`src/rtl/dino_pkg.sv`:
```
// Shared encodings and default pacing constants for the dino game control blocks.
// Latency: n/a (package only).
// Backpressure: n/a (package only).
package dino_pkg;

    typedef enum logic [1:0] {
        ST_IDLE = 2'd0,
        ST_RUN  = 2'd1,
        ST_OVER = 2'd2
    } ctrl_state_e;

    localparam int DEF_ACC_W     = 8;
    localparam int DEF_BASE_INC  = 128;
    localparam int DEF_LEVEL_INC = 16;
    localparam int DEF_MAX_LEVEL = 7;
    localparam int LEVEL_W       = 3;

    // Accumulator increment for a given speed level.
    function automatic int step_inc(input int base_inc, input int level_inc, input int level);
        return base_inc + level * level_inc;
    endfunction

endpackage

```
`src/rtl/phase_accumulator.sv`:
```
// Phase accumulator: adds inc on each enabled cycle and emits the carry-out as a 1-cycle pulse.
// Latency: carry is registered, high the cycle after the enabled add that overflowed.
// Backpressure: none; en gates the add, clr/rst zero the phase and drop a pending carry.
module phase_accumulator #(
    parameter int ACC_W = 8
) (
    input  logic             clk,
    input  logic             rst,
    input  logic             clr,
    input  logic             en,
    input  logic [ACC_W-1:0] inc,
    output logic [ACC_W-1:0] acc,
    output logic             carry
);

    logic [ACC_W-1:0] acc_q;
    logic             carry_q;
    logic [ACC_W:0]   sum;

    assign sum = {1'b0, acc_q} + {1'b0, inc};

    always_ff @(posedge clk) begin
        if (rst || clr) begin
            acc_q   <= '0;
            carry_q <= 1'b0;
        end else if (en) begin
            acc_q   <= sum[ACC_W-1:0];
            carry_q <= sum[ACC_W];
        end else begin
            carry_q <= 1'b0;
        end
    end

    assign acc   = acc_q;
    assign carry = carry_q;

endmodule

```
`src/rtl/obstacle_speed_ctrl.sv`:
```
// Turns the 60 Hz frame tick into a score-dependent obstacle step pulse and tracks game state.
// Latency: obstacle_tick one cycle after the frame tick; all outputs registered.
// Backpressure: none; frame ticks arriving outside RUN (or while frozen) are ignored.
module obstacle_speed_ctrl
    import dino_pkg::*;
#(
    parameter int ACC_W     = DEF_ACC_W,
    parameter int BASE_INC  = DEF_BASE_INC,
    parameter int LEVEL_INC = DEF_LEVEL_INC,
    parameter int MAX_LEVEL = DEF_MAX_LEVEL
) (
    input  logic        clk,
    input  logic        rst,
    input  logic        game_tick_60hz,
    input  logic        game_start_pulse,
    input  logic        game_frozen,
    input  logic [15:0] score,
    output logic        obstacle_tick,
    output logic [2:0]  speed_level,
    output logic        level_up_pulse,
    output logic [1:0]  ctrl_state
);

    ctrl_state_e        state_q, state_d;
    logic [LEVEL_W-1:0] level_q, level_d;
    logic [3:0]         prev_hund_q, prev_hund_d;
    logic               lvl_pulse_q, lvl_pulse_d;

    logic               acc_clr;
    logic               acc_en;
    logic               run_active;
    logic [3:0]         hund;
    logic [ACC_W-1:0]   inc;
    logic [ACC_W-1:0]   phase_acc;
    logic               carry;
    logic               unused_bits;

    assign hund        = score[11:8];
    assign run_active  = (state_q == ST_RUN) && !game_frozen;
    // Built from the current level, so a tick in the same cycle as a level change uses the old rate.
    assign inc         = ACC_W'(step_inc(BASE_INC, LEVEL_INC, int'(level_q)));
    assign unused_bits = ^{score[15:12], score[7:0], phase_acc};

    always_comb begin
        state_d     = state_q;
        level_d     = level_q;
        prev_hund_d = prev_hund_q;
        lvl_pulse_d = 1'b0;
        acc_clr     = 1'b0;
        acc_en      = 1'b0;

        if (game_start_pulse) begin
            state_d     = ST_RUN;
            level_d     = '0;
            prev_hund_d = hund;
            acc_clr     = 1'b1;
        end else begin
            case (state_q)
                ST_IDLE: state_d = ST_IDLE;
                ST_RUN:  if (game_frozen) state_d = ST_OVER;
                ST_OVER: state_d = ST_OVER;
                default: state_d = ST_IDLE;
            endcase

            if (run_active) begin
                acc_en = game_tick_60hz;
                // Any digit change counts, including the 9->0 wrap at 1000.
                if (hund != prev_hund_q) begin
                    prev_hund_d = hund;
                    if (level_q < LEVEL_W'(MAX_LEVEL)) begin
                        level_d     = level_q + LEVEL_W'(1);
                        lvl_pulse_d = 1'b1;
                    end
                end
            end
        end
    end

    always_ff @(posedge clk) begin
        if (rst) begin
            state_q     <= ST_IDLE;
            level_q     <= '0;
            prev_hund_q <= '0;
            lvl_pulse_q <= 1'b0;
        end else begin
            state_q     <= state_d;
            level_q     <= level_d;
            prev_hund_q <= prev_hund_d;
            lvl_pulse_q <= lvl_pulse_d;
        end
    end

    phase_accumulator #(
        .ACC_W (ACC_W)
    ) u_phase_acc (
        .clk   (clk),
        .rst   (rst),
        .clr   (acc_clr),
        .en    (acc_en),
        .inc   (inc),
        .acc   (phase_acc),
        .carry (carry)
    );

    assign obstacle_tick  = carry;
    assign speed_level    = level_q;
    assign level_up_pulse = lvl_pulse_q;
    assign ctrl_state     = state_q;

endmodule

```
`config.mk`:
```
export PLATFORM = sky130hd
export DESIGN_NAME = obstacle_speed_ctrl
export DESIGN_NICKNAME = d
export VERILOG_FILES = /design/src/rtl/dino_pkg.sv /design/src/rtl/phase_accumulator.sv /design/src/rtl/obstacle_speed_ctrl.sv
export SDC_FILE = /design/constraint.sdc
export NUM_CORES = 1
export LEC_CHECK = 0
export ABC_AREA = 1
export BUFFER_PORTS_ARGS = -buffer_cell sky130_fd_sc_hd__buf_2
export CAP_MARGIN = 20
export CORE_ASPECT_RATIO = 0.9
export CORE_UTILIZATION = 48
export DETAILED_ROUTE_END_ITERATION = 12
export HOLD_SLACK_MARGIN = 0.15
export PLACE_DENSITY = 0.85
export RECOVER_POWER = 100
export REMOVE_ABC_BUFFERS = 1
export SYNTH_ARGS = -nofsm -noshare
export SYNTH_HDL_FRONTEND = slang
export SYNTH_HIERARCHICAL = 1
export SYNTH_SLANG_ARGS = --single-unit
```
`constraint.sdc`:
```
create_clock -name clk -period 1.3 [get_ports clk]
set_input_delay 0.26 -clock clk [delete_from_list [all_inputs] [get_ports clk]]
set_output_delay 0.26 -clock clk [all_outputs]
set_load 0.02 [all_outputs]
```
# [Word-level counts from Yosys, hierarchy flattened]
# Cells that the tools add are included.
[word_totals] ff_bits=19 input_bits=21 out_inout_bits=7 word_cells=39
[op_classes] addsub=3 n_lt_le_gt_ge=1 n_eq_ne=5 n_mux=10 bitwise_logic=3 n_reduce_logical=10
[op_table] cell="$mux W4" count=3
[op_table] cell="$add A8 B8 Y9" count=1
[op_table] cell="$add A8 B7 Y8 const A" count=1
[op_table] cell="$mux W1" count=5
[op_table] cell="$ne A4 B4 Y1" count=1
[op_table] cell="$pmux W2 S2" count=1
[op_table] cell="$reduce_bool A2 Y1" count=2
[op_table] cell="$reduce_or A2 Y1" count=2
[op_table] cell="$reduce_or A4 Y1" count=1
[op_table] cell="$add A3 B1 Y3 const B" count=1
[op_table] cell="$lt A3 B3 Y1 const B" count=1
[op_table] cell="$ne A3 B3 Y1 const B" count=1
[op_table] cell="$not A1 Y1" count=3
[op_table] cell="$reduce_and A3 Y1" count=1
[op_table] cell="$eq A2 B1 Y1 const B" count=1
[op_table] cell="$eq A2 B2 Y1 const B" count=1
[op_table] cell="$mux W2" count=1
[op_table] cell="$ne A2 B2 Y1 const B" count=1
[op_table] cell="$reduce_and A2 Y1" count=1
[op_table] cell="$logic_and A1 B1 Y1" count=1
[op_table] cell="$logic_not A1 Y1" count=1
[op_table] cell="$logic_or A1 B1 Y1" count=1

# [Logic depth before layout (Yosys ltp)]
# Gate-level depths: netlist (run 1).
[depth] ltp_word=6 ltp_mapped=10 mapped_depth_nobuf=10

# [By module]
# The synthesis (run 1) kept the hierarchy.
[by_module_without_submodules] module="phase_accumulator" n_inst=1 cells_per_inst=104 area_per_inst_um2=691.9 seq_area_each_um2=180.2
[by_module_without_submodules] module="obstacle_speed_ctrl" n_inst=1 cells_per_inst=88 area_per_inst_um2=576.8 seq_area_each_um2=200.2

# [Worst setup path after synthesis (run 1)]
# Ideal clock, no wire load.
[synth_path] path_type="flip-flop to flip-flop" start="reg state_q[0], in the netlist ctrl_state[0]" end="reg u_phase_acc.acc_q[3], in the netlist u_phase_acc/acc[3]" setup_time_ns=0.116 arrival_time_ns=1.471 t_required_ns=1.184 path_slack_ns=-0.287 path_stages_with_launch=10 path_buffers=1 period_less_slack_ns=1.587 path_cell_list="dfxtp_1 ha_1 inv_1 nor2_4 inv_1 nor2_1 buf_6 nand3_1 o211ai_1 inv_1"
[synth_via] elab_chain_len=4
[synth_lines] element="from (decl)" line_no="obstacle_speed_ctrl.sv:24" rtl="ctrl_state_e state_q, state_d;"
[synth_lines] element="from (signal assigned)" line_no="obstacle_speed_ctrl.sv:86" rtl="state_q <= state_d;"
[synth_lines] element="$eq A2 B1 Y1" line_no="obstacle_speed_ctrl.sv:39" rtl="assign run_active = (state_q == ST_RUN) && !game_frozen;"
[synth_lines] element="$logic_and A1 B1 Y1" line_no="obstacle_speed_ctrl.sv:39"
[synth_lines] element="$mux W1" line_no="obstacle_speed_ctrl.sv:65" rtl="if (run_active) begin"
[synth_lines] element="$mux W1" line_no="obstacle_speed_ctrl.sv:52" rtl="if (game_start_pulse) begin"
[synth_lines] element="named net acc_en" line_no="obstacle_speed_ctrl.sv:30" rtl="logic acc_en;"
[synth_lines] element="to (signal assigned)" line_no="phase_accumulator.sv:27" rtl="acc_q <= sum[ACC_W-1:0];"
[synth_lines] element="to (decl)" line_no="phase_accumulator.sv:16" rtl="logic [ACC_W-1:0] acc_q;"
# The timed path passes the listed nets, and every way through them passes these cells.
# A chain may end at the register's enable or synchronous reset.

# [Worst setup path after layout (run 1)]
[layout_path] start="reg state_q[1], in the netlist ctrl_state[1]" end="reg u_phase_acc.carry_q, in the netlist u_phase_acc/carry"
[layout_via] elab_chain_len=6
[layout_lines] element="$eq A2 B1 Y1" line_no="obstacle_speed_ctrl.sv:39"
[layout_lines] element="$logic_and A1 B1 Y1" line_no="obstacle_speed_ctrl.sv:39"
[layout_lines] element="$mux W1" line_no="obstacle_speed_ctrl.sv:65"
[layout_lines] element="$mux W1" line_no="obstacle_speed_ctrl.sv:52"
[layout_lines] element="named net acc_en" line_no="obstacle_speed_ctrl.sv:30"
[layout_lines] element="$not A1 Y1 (no source line)"
[layout_lines] element="$reduce_or A2 Y1 (no source line)"
[layout_lines] element="to (signal assigned)" line_no="phase_accumulator.sv:28" rtl="carry_q <= sum[ACC_W];"
[layout_lines] element="to (decl)" line_no="phase_accumulator.sv:17" rtl="logic carry_q;"
# The timed path passes the listed nets, and every way through them passes these cells.

==> results.toml, run 1 <==
[logic_synthesis]
yosysWarningCount = 6
async_reset_ff_share_pct = 0
yosysUniqueCellTypes = 24
synth.area.top_cells = "dfxtp_1 30%, nand2_1 15%, ha_1 9.9%, inv_1 9.2%, nor2_1 7.4%"
synthSimpleGateAreaFrac_pct = 38.3
synth_compound_area_share_pct = 7.99
syn-mean-instance-area_um2 = 6.61
synth_xor_area_share_pct = 1.38
yosysTopAreaCell = "dfxtp_1"
ys_top_cells_by_count = "52 x nand2_1, 31 x inv_1, 25 x nor2_1, 19 x dfxtp_1, 16 x nand3_1"
syn-instance-count = 192
yosysMostFrequentCell = "nand2_1"
ys_ff_latch = 19
synth.cell_area_um2 = 1270
synth-main-ff-cell = "dfxtp_1"
synth_top_area_share_pct = 30.0
synth-seq-area-share_pct = 30.0
synth_top_family_by_area = "simple AND/OR/NAND/NOR gates"
synthMuxAreaShare_pct = 0
synth_fa_ha_area_share_pct = 11.4
synth_edf_count = 0

[final_layout]
diodes = 0
nets = 267
drive_gt1_share_pct = 29.9
area_delta_synth_final_pct = 31.2
stdcell_area_um2 = 1660
n_fill_cell = 197

[clocking]
clk_path_buf_depth = 2
cts_max_level = 1
cts_tree = "yes"
clockRootBuffer = "clkbuf_4"
path_clk_slew_ns = 0.11
clk_latency_ns = 0.31
clock-sinks = 19
cts-hold-fix-buffers = 0
numCtsBuffers = 3

[timing]
fmax_mhz = 747
finalHoldViolations = 0
maxSlewViolCount = 0
rsz0062_at_grt = "true"
tns_ns = -0.0847
setup_viol = 3
min_period_over_period_pct = 103
fin_skew_ns = 0.00373
setup_ws_ns = -0.0382
period_minus_slack_ns = 1.34

[power]
power.density_nw_per_um2 = 701
p_leak_nw = 0.858
ir_worst_vdd_v = 0.000772
p_total_mw = 1.17

[job]
maxCapViolCount = 0

[place]
gp_congestion = 0.816
numPortBuffers = 15
detailed_place.area_um2 = 1490
place_hpwl_um = 1900

[worst_setup_path]
slowest_stage = "dfxtp_2"
cp.buffers_inverters = 4
crit_path_frequent_cell = "inv_2"
crit_path_end_kind = "register"
path_depth = 9
cp_top_family = "flip-flops"
path_cells = "inv_2 -> ha_4 -> inv_2 -> nor2_4 -> inv_2 -> nor2_4 -> buf_6 -> nand2_1 -> a31oi_1"
critPathArrivalTime_ns = 1.56
startpoint_type = "register"
critPathMaxStageDelay_ns = 0.34
cp.required_ns = 1.52
critPathMaxFanout = 5
crit_type = "register to register"
reg2reg_slack_ns = -0.04
worstReg2RegStart = "ctrl_state[1]"
r2r_cells = 9
crit_end = "u_phase_acc/carry"
cp-startpoint = "ctrl_state[1]"
r2r-end = "u_phase_acc/carry"

[die]
core_region_area_um2 = 2470
die_h_um = 50.8
die_x_um = 56.2
rows = 17
pin_count = 28
die_area_um2 = 2850
start_util_pct = 51.4

[global_route]
grt_antenna_before_repair = 0
grt_overflow = 0
grt_pass1_vias = 1145
grt_pass1_wl_um = 4780
grt_usage_pct = 21.1
grt_max_degree = 11

[routing]
first_pass_iters = 4
postRouteWirelength_um = 3150
ant_nets = 0
dr.first_iter.drc_count = 69
vias = 1315
wire_per_inst_um = 12.0
drc_errors = 0
vias_per_cell = 5.02

[outcome]
violations = "setup timing"
outcome = "finished, violations left"

[worst_hold_path]
holdPathStages = 2
hold_class = "input pin to register"
==> per-layer routing <==
metal  share of wire, %  global-route usage (%)  wire (um)  vias up
met5                  0                       0          0        -
met4                2.2                    5.28         68        0
met3                5.9                    5.41        186       10
met2                 49                    33.5       1560       50
met1                 42                    28.5       1340      579
li1                   -                       -          -      676
==> worst register-to-register path: stages (launching register included) <==
cell,delay [ns]
dfxtp_2,0.34
inv_2,0.06
ha_4,0.12
inv_2,0.04
nor2_4,0.10
inv_2,0.07
nor2_4,0.12
buf_6,0.14
nand2_1,0.07
a31oi_1,0.20
==> where the power goes <==
part           internal (mW)  total [mW]  switching [mW]
clock network          0.120       0.310           0.190
registers              0.602       0.616          0.0143
logic                 0.0993       0.240           0.141
total                  0.821        1.17           0.346
==> kinds of logic after synthesis <==
logic type	count (synthesis)
AOI/OAI and AO/OA	19
xor gates and xnor gates	2
adders and majority gates	11
buffers and inverters	33
DFF	19
other	2
and+or+nand+nor	106
==> flip-flops by register name (all words and copies together) (netlist names) <==
register	flops
ctrl_state	2
level_up_pulse	1
prev_hund_q	4
speed_level	3
u_phase_acc/acc	8
u_phase_acc/carry	1
==> worst min path at each step <==
stage / slack (ns) / endpoint / start
6_report: 0.18 / ctrl_state[0] / rst
5_1_grt: 0.17 / ctrl_state[0] / rst
4_1_cts: 0.16 / ctrl_state[0] / rst
3_5_place_dp: 0.46 / u_phase_acc/acc[0] / u_phase_acc/acc[0]
3_3_place_gp: 0.45 / u_phase_acc/acc[0] / u_phase_acc/acc[0]
2_1_floorplan: 0.33 / ctrl_state[0] / rst
==> cells in the final DEF, fill, tap and decap left out, drive strengths merged <==
cell,count
nor2,28
nand3b,3
nand3,18
a21oi,13
conb,6
or2,1
clkbuf,7
xor2,2
nor3,1
fa,1
nand2,54
ha,10
o211ai,2
a31oi,1
dfxtp,19
o21ai,3
buf,32
inv,32
nand4,1
==> layout make-up <==
cell class              instances  area [um^2]  share of cell area (%)
multi-input cells             144          862                    51.8
flip-flops and latches         19          387                    23.2
repair buffers                 35          231                    13.9
inverters                      32          123                    7.37
well taps                      28         35.0                    2.11
clock buffers                   4         26.3                    1.58
==> per-stage QoR <==
step,util [%],hold slack [ns],setup slack [ns],std cells
after global placement,60.3,0.454,-0.0375,252
after floorplan,-,0.329,-0.479,195
after detailed placement,60.3,0.462,-0.0659,252
after CTS,64.9,0.164,-0.00976,261
final,67.4,0.179,-0.0382,262
after global routing,67.4,0.174,-0.116,262
==> timing repair <==
action | 4_1_cts | 5_1_grt
pin swaps | 10 | 11
cloned | 1 | 0
resized for setup | 16 | 17
endpoints found under the setup margin | 7 | 17
buffers inserted | 4 | 1
Power figures use the tool's default switching activity.
==> run 2, diff against run 1 <==
--- a/config.mk
+++ b/config.mk
@@ -8,7 +8,7 @@
 export ABC_AREA = 1
 export BUFFER_PORTS_ARGS = -buffer_cell sky130_fd_sc_hd__buf_2
 export CAP_MARGIN = 20
-export CORE_ASPECT_RATIO = 0.9
+export CORE_ASPECT_RATIO = 2
 export CORE_UTILIZATION = 48
 export DETAILED_ROUTE_END_ITERATION = 12
 export HOLD_SLACK_MARGIN = 0.15
==> results.toml, run 2 (synthesis gave the netlist of run 1 again) <==
[place]
gp_congestion = 0.777
pre_cts_slack_ns = -0.0427
place_hpwl_um = 2110
numPortBuffers = 15

[timing]
rsz0062_at_grt = "true"
min_period_over_period_pct = 99.4
setup_ws_ns = 0.00795
finalHoldViolations = 0
fin_skew_ns = 0.00301
tns_ns = 0
fmax_mhz = 774
maxSlewViolCount = 0
period_minus_slack_ns = 1.29
setup_viol = 0

[global_route]
grtUsageMet2_pct = 47.5
grt_pass1_vias = 1249
grt.busiest_layer = "met2"
grt_pass1_wl_um = 4600
grt_antenna_before_repair = 0
grt_max_degree = 12
grt_util_met3_pct = 1.77
grt_overflow = 0
grtUsageMet1_pct = 18.4
grt_usage_pct = 22.0

[die]
rows = 26
die_x_um = 38.4
start_util_pct = 50.0
core_region_area_um2 = 2540
die_h_um = 74.7
die_area_um2 = 2870
pin_count = 28

[final_layout]
nets = 262
largest_reg_flops = 8
layout_commonest_cell = "nand2_1"
diodes = 0
final_cell_mix = "50 x nand2_1, 27 x inv_1, 24 x nor2_1"
area_delta_synth_final_pct = 26.6
drive_gt1_share_pct = 23.6

[worst_setup_path]
cp.required_ns = 1.45
startpoint_type = "register"
crit_type = "register to register"
crit_path_end_kind = "register"
critPathArrivalTime_ns = 1.44
reg2reg_slack_ns = 0.008
critPathMaxFanout = 8

[routing]
first_pass_iters = 4
dr.first_iter.drc_count = 34
wire_per_inst_um = 10.9
vias = 1293
vias_per_cell = 5.03
drc_errors = 0
ant_nets = 0
postRouteWirelength_um = 2790

[clocking]
clockRootBuffer = "clkbuf_8"
numCtsBuffers = 3
cts_tree = "yes"
clock-sinks = 19
clk_path_buf_depth = 2
cts_max_level = 1
path_clk_slew_ns = 0.07
clk_latency_ns = 0.25

[power]
power.density_nw_per_um2 = 781
ir_worst_vdd_v = 0.000740
p_leak_nw = 0.834

[worst_hold_path]
hold_class = "input pin to register"

[job]
maxCapViolCount = 0

[outcome]
outcome = "complete, no violations"
run 2: cell count changes in the layout (fill, tap and decap cells not counted), sizes merged:
cell    previous run  this run
buf               32        27
clkbuf             7         6
clkinv             0         1
run 2: metal layers:
layer	vias to the layer above	part of all wire [%]
met2	37	60
met1	576	35
li1	670	-
met4	0	2.2
met3	10	2.6
met5	-	0
run 2: metrics by stage:
step           cells  hold slack (ns)  total power [mW]  area (um^2)  utilization [%]
2_1_floorplan    195            0.329             0.769         1270                -
3_3_place_gp     251            0.454             0.832         1480             58.3
3_5_place_dp     251            0.459             0.838         1480             58.3
4_1_cts          256            0.206              1.25         1550             61.1
5_1_grt          257            0.213              1.31         1610             63.3
6_report         257            0.211              1.25         1610             63.3
run 2: path summary, 6_finish.rpt:
path	start	end	depth (start not counted)
max reg2reg	ctrl_state[1]	u_phase_acc/acc[5]	10
min	game_start_pulse	level_up_pulse	2
max	ctrl_state[1]	u_phase_acc/acc[5]	10
min reg2reg	u_phase_acc/acc[0]	u_phase_acc/acc[0]	2
run 2: critical path, cell delays in order (launching register included):
cell and delay (ns):
dfxtp_2 0.33, inv_2 0.05, ha_4 0.11, inv_2 0.03, nor2_4 0.10, inv_2 0.06, nor2_4 0.11, buf_6 0.16
nand2_1 0.07, nor2_1 0.10, nor2_1 0.05
run 2: repair_timing:
item | 4_1_cts | 5_1_grt
setup endpoints to repair | 8 | 13
pin swaps | 2 | 7
gates cloned | 1 | 0
buffers inserted | 0 | 1
resized for setup | 8 | 12
hold buffers | 0 | 0
run 2: report_power, final:
group | switching, mW | internal (mW) | leakage [nW]
Clock | 0.201 | 0.213 | 0.0255
Combinational | 0.131 | 0.0941 | 0.653
Sequential | 0.0142 | 0.602 | 0.155
run 2: area by class of cell:
class	instances	area (um^2)
flip-flops and latches	19	383
fillers	237	931
multi-input cells	144	835
inverters	32	120
clock inverters	1	5.00
clock buffers	3	41.3
well taps	28	35.0
repair buffers	30	188
